[config.mk]
export PLATFORM = sky130hd
export DESIGN_NAME = tlv_seed_loader
export DESIGN_NICKNAME = d
export VERILOG_FILES = /design/src/rtl/tlv_pkg.sv /design/src/rtl/seed_word_buffer.sv /design/src/rtl/tlv_seed_loader.sv
export SDC_FILE = /design/constraint.sdc
export NUM_CORES = 1
export LEC_CHECK = 0
export CAP_MARGIN = 20
export CORE_UTILIZATION = 56
export CTS_CLUSTER_SIZE = 10
export DETAILED_ROUTE_END_ITERATION = 16
export PLACE_DENSITY_LB_ADDON = 0.25
export SYNTH_ARGS = -nofsm -noshare
export SYNTH_HDL_FRONTEND = slang
export SYNTH_SLANG_ARGS = --single-unit
[constraint.sdc]
create_clock -name i_clk -period 3.7 [get_ports i_clk]
set_input_delay 0.925 -clock i_clk [delete_from_list [all_inputs] [get_ports i_clk]]
set_output_delay 0.925 -clock i_clk [all_outputs]
set_load 0.01 [all_outputs]
[src/rtl/tlv_pkg.sv]
// Shared constants and state encoding for the TLV seed loader.
// Latency: n/a (declarations only).
// Backpressure: n/a.
package tlv_pkg;

   localparam int BYTE_W     = 8;
   localparam int WORD_W     = 32;
   localparam int LANE_W     = $clog2(WORD_W / BYTE_W);
   localparam int SEED_WORDS = 16;
   localparam int SEED_BYTES = 4 * SEED_WORDS;
   localparam int IDX_W      = $clog2(SEED_WORDS);
   localparam int CNT_W      = $clog2(SEED_BYTES + 1);

   localparam logic [BYTE_W-1:0] TYPE_SEED = 8'h01;
   localparam logic [BYTE_W-1:0] TYPE_GO   = 8'h02;

   typedef enum logic [2:0] {
      ST_IDLE   = 3'd0,
      ST_LEN    = 3'd1,
      ST_VALUE  = 3'd2,
      ST_SKIP   = 3'd3,
      ST_STREAM = 3'd4
   } state_t;

endpackage

[src/rtl/seed_word_buffer.sv]
// Seed register file: SEED_WORDS x 32 with byte-lane writes and a registered read.
// Latency: write visible next cycle; read data valid one cycle after i_re.
// Backpressure: none; writes and reads are always accepted.
// Ports: i_clk/i_rst clock and sync reset (read register only); i_we/i_waddr/
//        i_lane/i_wbyte byte write; i_re/i_raddr read request; o_rdata word.
module seed_word_buffer
   import tlv_pkg::*;
(
   input  logic              i_clk,
   input  logic              i_rst,
   input  logic              i_we,
   input  logic [IDX_W-1:0]  i_waddr,
   input  logic [LANE_W-1:0] i_lane,
   input  logic [BYTE_W-1:0] i_wbyte,
   input  logic              i_re,
   input  logic [IDX_W-1:0]  i_raddr,
   output logic [WORD_W-1:0] o_rdata
);

   // Contents are don't-care after reset, so the array itself is not reset.
   logic [WORD_W-1:0] r_mem [SEED_WORDS];
   logic [WORD_W-1:0] r_rdata;

   always_ff @(posedge i_clk) begin
      if (i_we) begin
         r_mem[i_waddr][BYTE_W*i_lane +: BYTE_W] <= i_wbyte;
      end
   end

   // Read register only updates on request so the output holds a defined value.
   always_ff @(posedge i_clk) begin
      if (i_rst) begin
         r_rdata <= '0;
      end else if (i_re) begin
         r_rdata <= r_mem[i_raddr];
      end
   end

   assign o_rdata = r_rdata;

endmodule

[src/rtl/tlv_seed_loader.sv]
// TLV byte-stream parser: builds a 512-bit seed from SEED frames, streams it on GO.
// Latency: GO value byte accepted in cycle N -> seed words in cycles N+1..N+16.
// Backpressure: none; bytes arriving while streaming are dropped and flagged.
// Ports: i_clk, i_rst (sync, active-high); i_rx_valid/i_rx_data byte strobe;
//        o_seed_valid/o_seed word stream; o_busy streaming; o_seed_loaded all
//        seed bytes present; o_frame_err error pulse; o_err_sticky latched error.
// Optional: define TLV_TIMEOUT_EN for an inter-byte timeout inside frames.
module tlv_seed_loader
   import tlv_pkg::*;
(
   input  logic              i_clk,
   input  logic              i_rst,
   input  logic              i_rx_valid,
   input  logic [BYTE_W-1:0] i_rx_data,
   output logic              o_seed_valid,
   output logic [WORD_W-1:0] o_seed,
   output logic              o_busy,
   output logic              o_seed_loaded,
   output logic              o_frame_err,
   output logic              o_err_sticky
);

   state_t            r_state, w_next;
   logic [BYTE_W-1:0] r_type;
   logic [BYTE_W-1:0] r_len;
   logic [CNT_W-1:0]  r_byte_cnt;
   logic [IDX_W-1:0]  r_word_idx;
   logic              r_seed_valid;
   logic              r_frame_err;
   logic              r_err_sticky;

   logic w_err, w_type_ld, w_len_ld, w_len_dec, w_we, w_start, w_end, w_re;
   logic w_loaded, w_last, w_in_frame, w_timeout;

   assign w_loaded   = (r_byte_cnt == CNT_W'(SEED_BYTES));
   assign w_last     = (r_len == 8'd1);
   assign w_in_frame = (r_state == ST_LEN) || (r_state == ST_VALUE) || (r_state == ST_SKIP);

`ifdef TLV_TIMEOUT_EN
   localparam int TIMEOUT_CYCLES = 1_000_000;
   localparam int TO_W           = $clog2(TIMEOUT_CYCLES + 1);
   logic [TO_W-1:0] r_to_cnt;

   // Counts idle cycles inside a frame; any received byte restarts it.
   always_ff @(posedge i_clk) begin
      if (i_rst || i_rx_valid || !w_in_frame) begin
         r_to_cnt <= '0;
      end else begin
         r_to_cnt <= r_to_cnt + 1'b1;
      end
   end
   assign w_timeout = (r_to_cnt == TO_W'(TIMEOUT_CYCLES - 1));
`else
   assign w_timeout = 1'b0;
`endif

   always_ff @(posedge i_clk) begin
      if (i_rst) begin
         r_state <= ST_IDLE;
      end else begin
         r_state <= w_next;
      end
   end

   always_comb begin
      w_next    = r_state;
      w_err     = 1'b0;
      w_type_ld = 1'b0;
      w_len_ld  = 1'b0;
      w_len_dec = 1'b0;
      w_we      = 1'b0;
      w_start   = 1'b0;
      w_end     = 1'b0;
      case (r_state)
         ST_IDLE: begin
            // 8'h00 in IDLE is line fill, not a type byte.
            if (i_rx_valid && (i_rx_data != '0)) begin
               w_type_ld = 1'b1;
               w_next    = ST_LEN;
            end
         end
         ST_LEN: begin
            if (i_rx_valid) begin
               w_len_ld = 1'b1;
               if (i_rx_data == '0) begin
                  w_err  = 1'b1;
                  w_next = ST_IDLE;
               end else if ((r_type == TYPE_SEED) ||
                            ((r_type == TYPE_GO) && (i_rx_data == 8'd1))) begin
                  w_next = ST_VALUE;
               end else begin
                  w_err  = 1'b1;
                  w_next = ST_SKIP;
               end
            end
         end
         ST_VALUE: begin
            if (i_rx_valid) begin
               w_len_dec = 1'b1;
               if (r_type == TYPE_GO) begin
                  if (w_loaded) begin
                     w_start = 1'b1;
                     w_next  = ST_STREAM;
                  end else begin
                     w_err  = 1'b1;
                     w_next = ST_IDLE;
                  end
               end else if (w_loaded) begin
                  // Seed already full: drop this byte and skip the rest of the frame.
                  w_err  = 1'b1;
                  w_next = w_last ? ST_IDLE : ST_SKIP;
               end else begin
                  w_we = 1'b1;
                  if (w_last) begin
                     w_next = ST_IDLE;
                  end
               end
            end
         end
         ST_SKIP: begin
            if (i_rx_valid) begin
               w_len_dec = 1'b1;
               if (w_last) begin
                  w_next = ST_IDLE;
               end
            end
         end
         ST_STREAM: begin
            if (i_rx_valid) begin
               w_err = 1'b1;
            end
            // word_idx wraps to 0 once the last word has been requested.
            if (r_word_idx == '0) begin
               w_end  = 1'b1;
               w_next = ST_IDLE;
            end
         end
         default: w_next = ST_IDLE;
      endcase
      if (w_timeout && w_in_frame && !i_rx_valid) begin
         w_err  = 1'b1;
         w_next = ST_IDLE;
      end
   end

   always_ff @(posedge i_clk) begin
      if (i_rst) begin
         r_type       <= '0;
         r_len        <= '0;
         r_byte_cnt   <= '0;
         r_word_idx   <= '0;
         r_seed_valid <= 1'b0;
         r_frame_err  <= 1'b0;
         r_err_sticky <= 1'b0;
      end else begin
         if (w_type_ld) begin
            r_type <= i_rx_data;
         end
         if (w_len_ld) begin
            r_len <= i_rx_data;
         end else if (w_len_dec) begin
            r_len <= r_len - 1'b1;
         end
         if (w_end) begin
            r_byte_cnt <= '0;
         end else if (w_we) begin
            r_byte_cnt <= r_byte_cnt + 1'b1;
         end
         if (w_end) begin
            r_word_idx <= '0;
         end else if (w_start || (r_state == ST_STREAM)) begin
            r_word_idx <= r_word_idx + 1'b1;
         end
         r_seed_valid <= (w_next == ST_STREAM);
         r_frame_err  <= w_err;
         if (w_err) begin
            r_err_sticky <= 1'b1;
         end
      end
   end

   // Word 0 is read on the GO byte so it appears together with seed_valid.
   assign w_re = w_start || ((r_state == ST_STREAM) && !w_end);

   seed_word_buffer u_buf (
      .i_clk   (i_clk),
      .i_rst   (i_rst),
      .i_we    (w_we),
      .i_waddr (r_byte_cnt[IDX_W+LANE_W-1:LANE_W]),
      .i_lane  (r_byte_cnt[LANE_W-1:0]),
      .i_wbyte (i_rx_data),
      .i_re    (w_re),
      .i_raddr (r_word_idx),
      .o_rdata (o_seed)
   );

   assign o_seed_valid  = r_seed_valid;
   assign o_busy        = (r_state == ST_STREAM);
   assign o_seed_loaded = w_loaded;
   assign o_frame_err   = r_frame_err;
   assign o_err_sticky  = r_err_sticky;

endmodule
==> results.md <==
* Int Pwr at 10810 uW
* RR Endpoint: u_buf.r_mem[6][28]
* FF-to-FF Start: r_byte_cnt[0]
* Post-DR wirelength/cell at 26.13 microns
* Share of power burned in registers at 52.7%
* Final Non-Filler Cells at 1925
* Hold-fix buffers, CTS at 0
* Slowest CP cell: clkdlybuf4s50_1
* Netlist area before placement at 22780 sq um
* Max-slew violation count at 0
* Placed inst area at 24290 sq um
* Max Root-Sink Buffers at 3
* Unique cell type count in the Yosys netlist at 57
* Worst-path cell chain: inv_1 > ha_1 > nand2_1 > or2_2 > inv_1 > clkdlybuf4s50_1
* Synth top area share at 67.51%
* CTS Sinks at 577
* Initial antenna violation count at 0
* Crit Path Max Fanout at 8
* Post-synth EDFFs at 512
* R2R Setup Slk at 0.64 ns
* Crit path launch: r_byte_cnt[0]
* Critical path type: flip-flop to output pin
* Diodes inserted at 0
* Worst skew pair latency at 0.56 ns
* Hold WC Path Type: flip-flop to flip-flop
* Final net count at 1372
* Vias in the first global route at 12.14k
* Mean Syn Cell Area at 18.89 sq um
* Layout cells sized above 1 at 22.07%
* Clock network fraction of total power at 45.0%
* DRT iter0 DRCs at 1067
* Remaining routing DRC violations at 0
* Via density at 6.131
* Final hold viol count at 0
* Most frequent CP cell: inv_1
* # setup viols final at 0
* Htree depth at 3
* Syn Inst Count at 1206
* CP top delay family: buffers and inverters
* Boundary Pins at 48
* CTS buffer count at 68
* VDD IR-drop max at 302.1 uV
* CP peak stage delay at 0.55 ns
* Port bufs at 47
* Final Cycle Share at 95.73%
* Period minus WS final at 3.542 ns
* Startpoint types: flip-flop
* Post-CTS Resized at 0
* Initial Util at 57.06%
* Most common cell in the netlist: edfxtp_1
* Post-route cell area at 26300 sq um
* Leading post-synthesis cells by cell area: edfxtp_1 (68%), mux4_2 (13%), dfxtp_1 (5.7%)
* Clock transition at the registers of the reported paths at 0.05 ns
* Switching share of total power at 19.72%
* WHS Path Cells at 2
* DR vias at 11.80k
* Post-CTS Setup Inserts at 0
* Worst hold start: u_buf.o_rdata[20]
* Die Wd at 203.7 microns
* FMAX at 282.3 MHz
* Area grow syn2layout at 15.45%
* Primary FF master, synth: edfxtp_1
* RSZ-0062 raised after global routing: no
* Yosys warnings at 0
* Leak at 0.008230 uW
* Pwr dens at 512.1 nW/um^2
* Setup TNS at 0 ns
* Async set-reset flop share out of synthesis at 0%
* Synth area leader: edfxtp_1
* Placed cell count at 1805
* TritonCTS clock tree: done
* DIE AREA at 41480 sq um
* Routed WL at 50300 microns
* Largest net degree at the start of global routing at 67
* Dpl hpwl at 29630 microns
* Total iterations of the first detailed-routing run at 5
* Clock skew at 0.01314 ns
* Core Area at 39910 sq um
* Antenna viol nets, final at 0
* WHS Endpoint: u_buf.o_rdata[20]
* First-pass GRT wire length at 76050 microns
* Commonest cells post-synth: edfxtp_1 (512), mux4_2 (128), nor2_1 (93)
* Slew headroom at 44.15%
* GPL Wtd Cong at 0.8446
* Layout filler cell count at 2592
* Worst endpoint required time at 2.77 ns
* FF-to-FF path depth at 9
* Endpoint class of the critical path: output pin
* Sequential-to-total area share from yosys stat at 73.22%
* Synthesized netlist net count at 1228
* Yosys reg bits at 577
* Die Ht at 203.7 microns
* Site row count at 73
* Combinational Power Share at 2.3%
* Grt total ovfl at 0
* Crit path buf inv count at 3
* Status: finished clean
* Arrival time at the worst endpoint at 2.62 ns
* Root Buffer: clkbuf_16
* P_sw at 2655 uW
* Actual slew at the worst max-slew pin at 0.8313 ns
* Total track usage at 25.24%
* Max Cap Viol at 0
worst max path at each step:
stage | to | slack (ns) | cells after the start
floorplan | u_buf.r_mem[10][0] | 1.12 | 7
global placement | u_buf.r_mem[6][31] | 0.50 | 6
detailed placement | u_buf.r_mem[6][28] | 0.48 | 6
CTS | o_seed_loaded | 0.17 | 6
global route | o_seed_loaded | 0.08 | 6
finish | o_seed_loaded | 0.16 | 6
layout make-up:
cell class	instances	area, sq um	share of cell area, %
clock buffer	117	1992	7.575
clock inverter	3	16.27	0.06186
inverter	11	43.79	0.1665
multi-input combinational	553	5679	21.60
sequential	577	16680	63.45
tap	525	656.9	2.498
timing repair buffer	139	1224	4.654
flip-flops by register name, indices dropped and copies added (netlist names), 3 cells and up:
name,cells
r_state,3
r_len,8
u_buf.r_mem,512
r_type,8
u_buf.o_rdata,32
r_word_idx,4
r_byte_cnt,7
stage by stage:
stage | worst slack [ns] | util [%] | power (uW) | hold slack, ns
after CTS | 0.1733 | 65.88 | 13540 | 0.4619
after global placement | 0.4972 | 60.85 | 7520 | 0.4474
after floorplan | 1.116 | - | 7417 | 0.4567
after global routing | 0.07888 | 65.88 | 13830 | 0.4916
after detailed placement | 0.4813 | 60.85 | 7536 | 0.4465
final | 0.1581 | 65.88 | 13470 | 0.4568
cell usage in the layout (no fill, tap or decap), drive strengths merged, types with 11 or more instances in the layout:
cell	count
o221ai	32
clkbuf	117
and2	38
mux4	128
dfxtp	65
edfxtp	512
mux2i	73
a21oi	17
ha	11
clkdlybuf4s50	47
nand2	58
inv	12
nor2	93
buf	92
o21ai	11
worst min-delay path: cells and delay by family (launching register included):
family	cells	cell delay (ns)
flip-flops	1	0.32
AO/OA/AOI/OAI	1	0.05
AND/OR/NAND/NOR	1	0.05
per-layer routing:
metal | vias to the layer above | routed length, microns | global-route usage (%)
met4 | 0 | 958 | 7.331
met3 | 73 | 3811 | 5.081
met1 | 6090 | 20730 | 35.55
li1 | 5146 | - | -
met5 | - | 0 | 0
met2 | 494 | 24800 | 40.32
power by group through the flow:
stage	logic (uW)	registers [uW]	clock network (uW)
after floorplan	193	7220	0
after detailed placement	301	7230	0
after global placement	288	7230	0
after CTS	302	7100	6140
after global routing	333	7100	6400
final	303	7100	6060
cells by family (layout without fill, tap and decap cells):
| family | Yosys count | after routing | share of synthesized area, % |
|---|---|---|---|
| xor gates and xnor gates | 8 | 8 | 0.3076 |
| DFF | 577 | 577 | 73.22 |
| and+or+nand+nor | 246 | 246 | 5.323 |
| buffers and inverters | 76 | 270 | 1.846 |
| AOI/OAI and AO/OA | 87 | 87 | 2.835 |
| adders and majority gates | 11 | 11 | 0.6043 |
| muxes | 201 | 201 | 15.87 |
No activity file was read; power rests on OpenSTA's default activity.
==> edit 1, RTL diff (config.mk and constraints unchanged) <==
Add an input register stage for `i_rx_data`, without a reset; this delays it by one clock. The other inputs are not delayed to match.
--- a/src/rtl/tlv_seed_loader.sv
+++ b/src/rtl/tlv_seed_loader.sv
@@ -21,4 +21,10 @@
 );
 
+   logic [BYTE_W-1:0] i_rx_data_q;
+
+   always_ff @(posedge i_clk) begin
+      i_rx_data_q <= i_rx_data;
+   end
+
    state_t            r_state, w_next;
    logic [BYTE_W-1:0] r_type;
@@ -75,5 +81,5 @@
          ST_IDLE: begin
             // 8'h00 in IDLE is line fill, not a type byte.
-            if (i_rx_valid && (i_rx_data != '0)) begin
+            if (i_rx_valid && (i_rx_data_q != '0)) begin
                w_type_ld = 1'b1;
                w_next    = ST_LEN;
@@ -83,9 +89,9 @@
             if (i_rx_valid) begin
                w_len_ld = 1'b1;
-               if (i_rx_data == '0) begin
+               if (i_rx_data_q == '0) begin
                   w_err  = 1'b1;
                   w_next = ST_IDLE;
                end else if ((r_type == TYPE_SEED) ||
-                            ((r_type == TYPE_GO) && (i_rx_data == 8'd1))) begin
+                            ((r_type == TYPE_GO) && (i_rx_data_q == 8'd1))) begin
                   w_next = ST_VALUE;
                end else begin
@@ -155,8 +161,8 @@
       end else begin
          if (w_type_ld) begin
-            r_type <= i_rx_data;
+            r_type <= i_rx_data_q;
          end
          if (w_len_ld) begin
-            r_len <= i_rx_data;
+            r_len <= i_rx_data_q;
          end else if (w_len_dec) begin
             r_len <= r_len - 1'b1;
@@ -189,5 +195,5 @@
       .i_waddr (r_byte_cnt[IDX_W+LANE_W-1:LANE_W]),
       .i_lane  (r_byte_cnt[LANE_W-1:0]),
-      .i_wbyte (i_rx_data),
+      .i_wbyte (i_rx_data_q),
       .i_re    (w_re),
       .i_raddr (r_word_idx),
Behaviour: not the same (Yosys sat finds a counterexample within 4 cycles, from zero or initial values and one cycle with i_rst high).
==> edit 1 against the unedited design <==
  * Worst setup slack improved by 0.019 ns
  * Area after synthesis grew 2.0%
  * Sequential power up 1%
  * Cell area is 1.8% higher
  * Synthesized cell count rose by 19%
  * Sequential cell count is 8 higher
  * Wire length is 11% higher
  * Combinational power shrank 7.3%
  * Power rose by 1.3%
  * Clock power grew 2%
  * Cell count is 11% higher
  * Largest power group unchanged
==> edit 1: results <==
export IMPL_status="complete, no violations"
export IMPL_grt_pass1_wl_mm=83.2
export IMPL_finalCritPeriodShare_pct=95.2
export IMPL_clockBufferDepth=3
export IMPL_r2r_cells=4
export IMPL_gp_congestion=0.850
export IMPL_hpwlAfterDp_mm=34.4
export IMPL_grt_usage_pct=27.2
export IMPL_hold_slack_ns=0.462
export IMPL_peakVddDrop_v=0.000360
export IMPL_grt_pass1_vias=13388
export IMPL_drive_gt1_share_pct=14.3
export IMPL_vias=13359
export IMPL_grt_use_met2_pct=42.8
export IMPL_fill_cells=2778
export IMPL_crit_path_max_fanout=9
export IMPL_clkLatencyLatePin_ns=0.58
export IMPL_post_place_ws_ns=0.745
export IMPL_use_met3_pct=4.88
export IMPL_nets=1577
export IMPL_crit_start="r_byte_cnt[0]$_SDFFE_PP0P_"
export IMPL_relSlewSlack_pct=37.1
export IMPL_clock_skew_ns=0.0233
export IMPL_synth_yosys_seq_area_share_pct=72.5
export IMPL_cts_made_buffers=68
export IMPL_p_leak_uw=0.00880
export IMPL_reg2reg_slack_ns=0.76
export IMPL_synth_cell_types=63
export IMPL_min_delay_start="u_buf.o_rdata[19]$_SDFFE_PP0P_"
export IMPL_drt_iter0_drc=1587
export IMPL_ys_top_cells_by_area="edfxtp_1 (66%), mux2i_1 (8.4%), dfxtp_1 (6.3%)"
export IMPL_syn_nets=1455
export IMPL_crit_arrival_ns=2.60
export IMPL_timing_rr_end="u_buf.r_mem[3][12]$_DFFE_PP_"
export IMPL_grt_max_degree=89
export IMPL_grt_met1_usage_pct=37.5
export IMPL_synth_commonest_cells="edfxtp_1 (512), mux2i_1 (194), nor2_1 (99)"
## edit 1: cell count changes after synthesis, moves of 25 or more
cell      delta
nand4_1     +27
a22oi_1     +90
mux4_2      -92
clkbuf_1    +25
mux2i_1    +121
o221ai_1    -32
## edit 1: cells by family (layout without fill, tap and decap cells)
kind of cell / after synthesis / after routing / synth area share [%]
flip-flops: 585 / 585 / 72.5
AND/OR/NAND/NOR: 286 / 286 / 6.21
multiplexers: 232 / 232 / 12.0
AO/OA/AOI/OAI: 206 / 206 / 6.35
buffers and inverters: 106 / 281 / 2.13
adder cells (fa/ha/maj): 11 / 11 / 0.593
XOR/XNOR: 7 / 7 / 0.264
## edit 1: worst min-delay path by stage
| stage | cells after the start | end |
|---|---|---|
| after floorplan | 2 | r_len[1]$_SDFFE_PP0P_ |
| after global placement | 2 | u_buf.o_rdata[29]$_SDFFE_PP0P_ |
| after detailed placement | 2 | u_buf.o_rdata[29]$_SDFFE_PP0P_ |
| after CTS | 2 | u_buf.o_rdata[19]$_SDFFE_PP0P_ |
| after global routing | 2 | u_buf.o_rdata[19]$_SDFFE_PP0P_ |
| final | 2 | u_buf.o_rdata[19]$_SDFFE_PP0P_ |
## edit 1: layout make-up
type                            instances  area (sq um)  share of cell area [%]
Sequential cell                       585         16800                    62.9
Multi-Input combinational cell        742          5940                    22.2
Clock buffer                          123          2030                    7.60
Timing Repair Buffer                  141          1210                    4.52
Tap cell                              532           666                    2.49
Inverter                               17          63.8                   0.238
## edit 1: where the power goes
part / switching [uW] / internal [uW] / total (uW)
logic: 189 / 92.1 / 281
registers: 46.4 / 7160 / 7200
clock network: 2470 / 3690 / 6160
## edit 1: routing by layer
| metal | wire length, microns | part of all wire [%] | vias to the layer above |
|---|---|---|---|
| li1 | - | - | 5861 |
| met1 | 23000 | 41 | 6764 |
| met5 | 0 | 0 | - |
| met4 | 2000 | 3.6 | 0 |
| met2 | 26900 | 48 | 616 |
| met3 | 4100 | 7.3 | 118 |
## edit 1: worst max-delay path, stage by stage (launching register included)
cell and delay [ns]:
dfxtp_1 0.39, inv_1 0.22, ha_1 0.36, nand2_1 0.11, or2_1 0.25, inv_1 0.13
clkdlybuf4s50_1 0.56
## edit 1: metrics by stage
| step | instances | cell area, sq um | utilization (%) |
|---|---|---|---|
| floorplan | 1433 | 23200 | - |
| CTS | 2139 | 26700 | 65.5 |
| finish | 2140 | 26800 | 65.5 |
| global placement | 2016 | 24700 | 60.5 |
| detailed placement | 2016 | 24700 | 60.5 |
| global route | 2140 | 26800 | 65.5 |
==> edit 2, RTL diff (same settings) <==
Made on the original files. Set the package constant `WORD_W` to 64 (it was 32).
--- a/src/rtl/tlv_pkg.sv
+++ b/src/rtl/tlv_pkg.sv
@@ -5,5 +5,5 @@
 
    localparam int BYTE_W     = 8;
-   localparam int WORD_W     = 32;
+   localparam int WORD_W     = 64;
    localparam int LANE_W     = $clog2(WORD_W / BYTE_W);
    localparam int SEED_WORDS = 16;
Ports: changed (resized o_seed); port bits go from 48 to 80. No check against the original RTL was run, so the function may have changed too.
==> edit 2 against the unedited design <==
  * First-iteration DRC count up 140%
  * Sequential share of layout area up 1.5 points
  * Maximum frequency up 1.4%
  * Register-to-register slack worse by 0.28 ns
  * Worst setup slack better by 0.047 ns
  * Power up 91%
  * Critical endpoint unchanged
  * Cell count up 86%
  * Area after synthesis up 91%
  * Critical path type unchanged
  * Synthesized cell count up 81%
  * Sequential cell count up 544
  * Wire length up 95%
  * Cell area up 91%
==> edit 2: results <==
export IMPL_synth_edff_count=1024
export IMPL_grt_max_degree=98
export IMPL_reg2reg_slack_ns=0.36
export IMPL_cts_made_buffers=130
export IMPL_grt_use_met2_pct=40.5
export IMPL_drt_met1_wl_mm=39.4
export IMPL_wl_met3_mm=7.83
export IMPL_status="complete, no violations"
export IMPL_min_period_ns=3.49
export IMPL_ys_top_cells_by_area="edfxtp_1 (71%), mux4_2 (13%), dfxtp_1 (4.5%)"
export IMPL_dpl_instance_area_sq_mm=0.0465
export IMPL_synth_area_mux_share_pct=16.4
export IMPL_synth_yosys_seq_area_share_pct=75.1
export IMPL_syn_nets=2201
export IMPL_peakVddDrop_v=0.000365
export IMPL_synthAdderAreaFrac_pct=0.345
export IMPL_power_frac_clock_pct=44.9
export IMPL_wl_met2_mm=47.6
export IMPL_grt_pass1_vias=22920
export IMPL_grt_pass1_wl_mm=146
export IMPL_timing_rr_end="u_buf.r_mem[6][38]$_DFFE_PP_"
export IMPL_hpwlAfterDp_mm=58.8
export IMPL_internal_power_uw=20700
export IMPL_min_delay_start="u_buf.o_rdata[51]$_SDFFE_PP0P_"
export IMPL_gp_congestion=0.856
export IMPL_wl_per_cell_microns=27.4
export IMPL_r2r_cells=8
export IMPL_crit_path_max_fanout=10
export IMPL_via_per_inst=6.17
export IMPL_synth_avg_cell_area_sq_um=20.0
export IMPL_vias=22071
export IMPL_power_share_combinational_pct=1.6
export IMPL_post_place_ws_ns=0.388
export IMPL_crit_arrival_ns=2.57
export IMPL_largest_reg_flops=1024
export IMPL_hold_class="reg2reg"
export IMPL_placed_cells=3347
export IMPL_worst_pin_slew_ns=1.07
export IMPL_synth_compound_area_share_pct=2.18
export IMPL_port_buffers=79
export IMPL_grt_usage_pct=25.6
export IMPL_crit_start="r_byte_cnt[6]$_SDFFE_PP0P_"
export IMPL_clock_skew_ns=0.0172
export IMPL_synth_xor_area_share_pct=0.181
export IMPL_p_leak_uw=0.0164
export IMPL_grt_met1_usage_pct=35.4
export IMPL_synth_commonest_cells="edfxtp_1 (1,024), mux4_2 (256), nor2_1 (159)"
export IMPL_antenna_found_initial=1
export IMPL_hold_slack_ns=0.463
export IMPL_synth_cell_types=64
[edit 2: area by class of cell]
class | count | area, sq um
sequential | 1121 | 32700
fill | 4918 | 26100
multi-input combinational | 920 | 10200
clock buffer | 224 | 3730
timing repair buffer | 263 | 2290
tap | 1030 | 1290
inverter | 14 | 60.1
clock inverter | 6 | 55.1
[edit 2: worst min path at each step]
stage | to | cells past startpoint
6_report | u_buf.o_rdata[51]$_SDFFE_PP0P_ | 2
3_3_place_gp | u_buf.o_rdata[53]$_SDFFE_PP0P_ | 2
2_1_floorplan | r_len[1]$_SDFFE_PP0P_ | 2
3_5_place_dp | u_buf.o_rdata[43]$_SDFFE_PP0P_ | 2
4_1_cts | u_buf.o_rdata[51]$_SDFFE_PP0P_ | 2
5_1_grt | u_buf.o_rdata[11]$_SDFFE_PP0P_ | 2
[edit 2: critical path, stage by stage (launching register included)]
cell             delay, ns
dfxtp_1               0.48
nor2b_1               0.36
nand4_1               0.21
inv_1                 0.25
clkdlybuf4s50_1       0.58
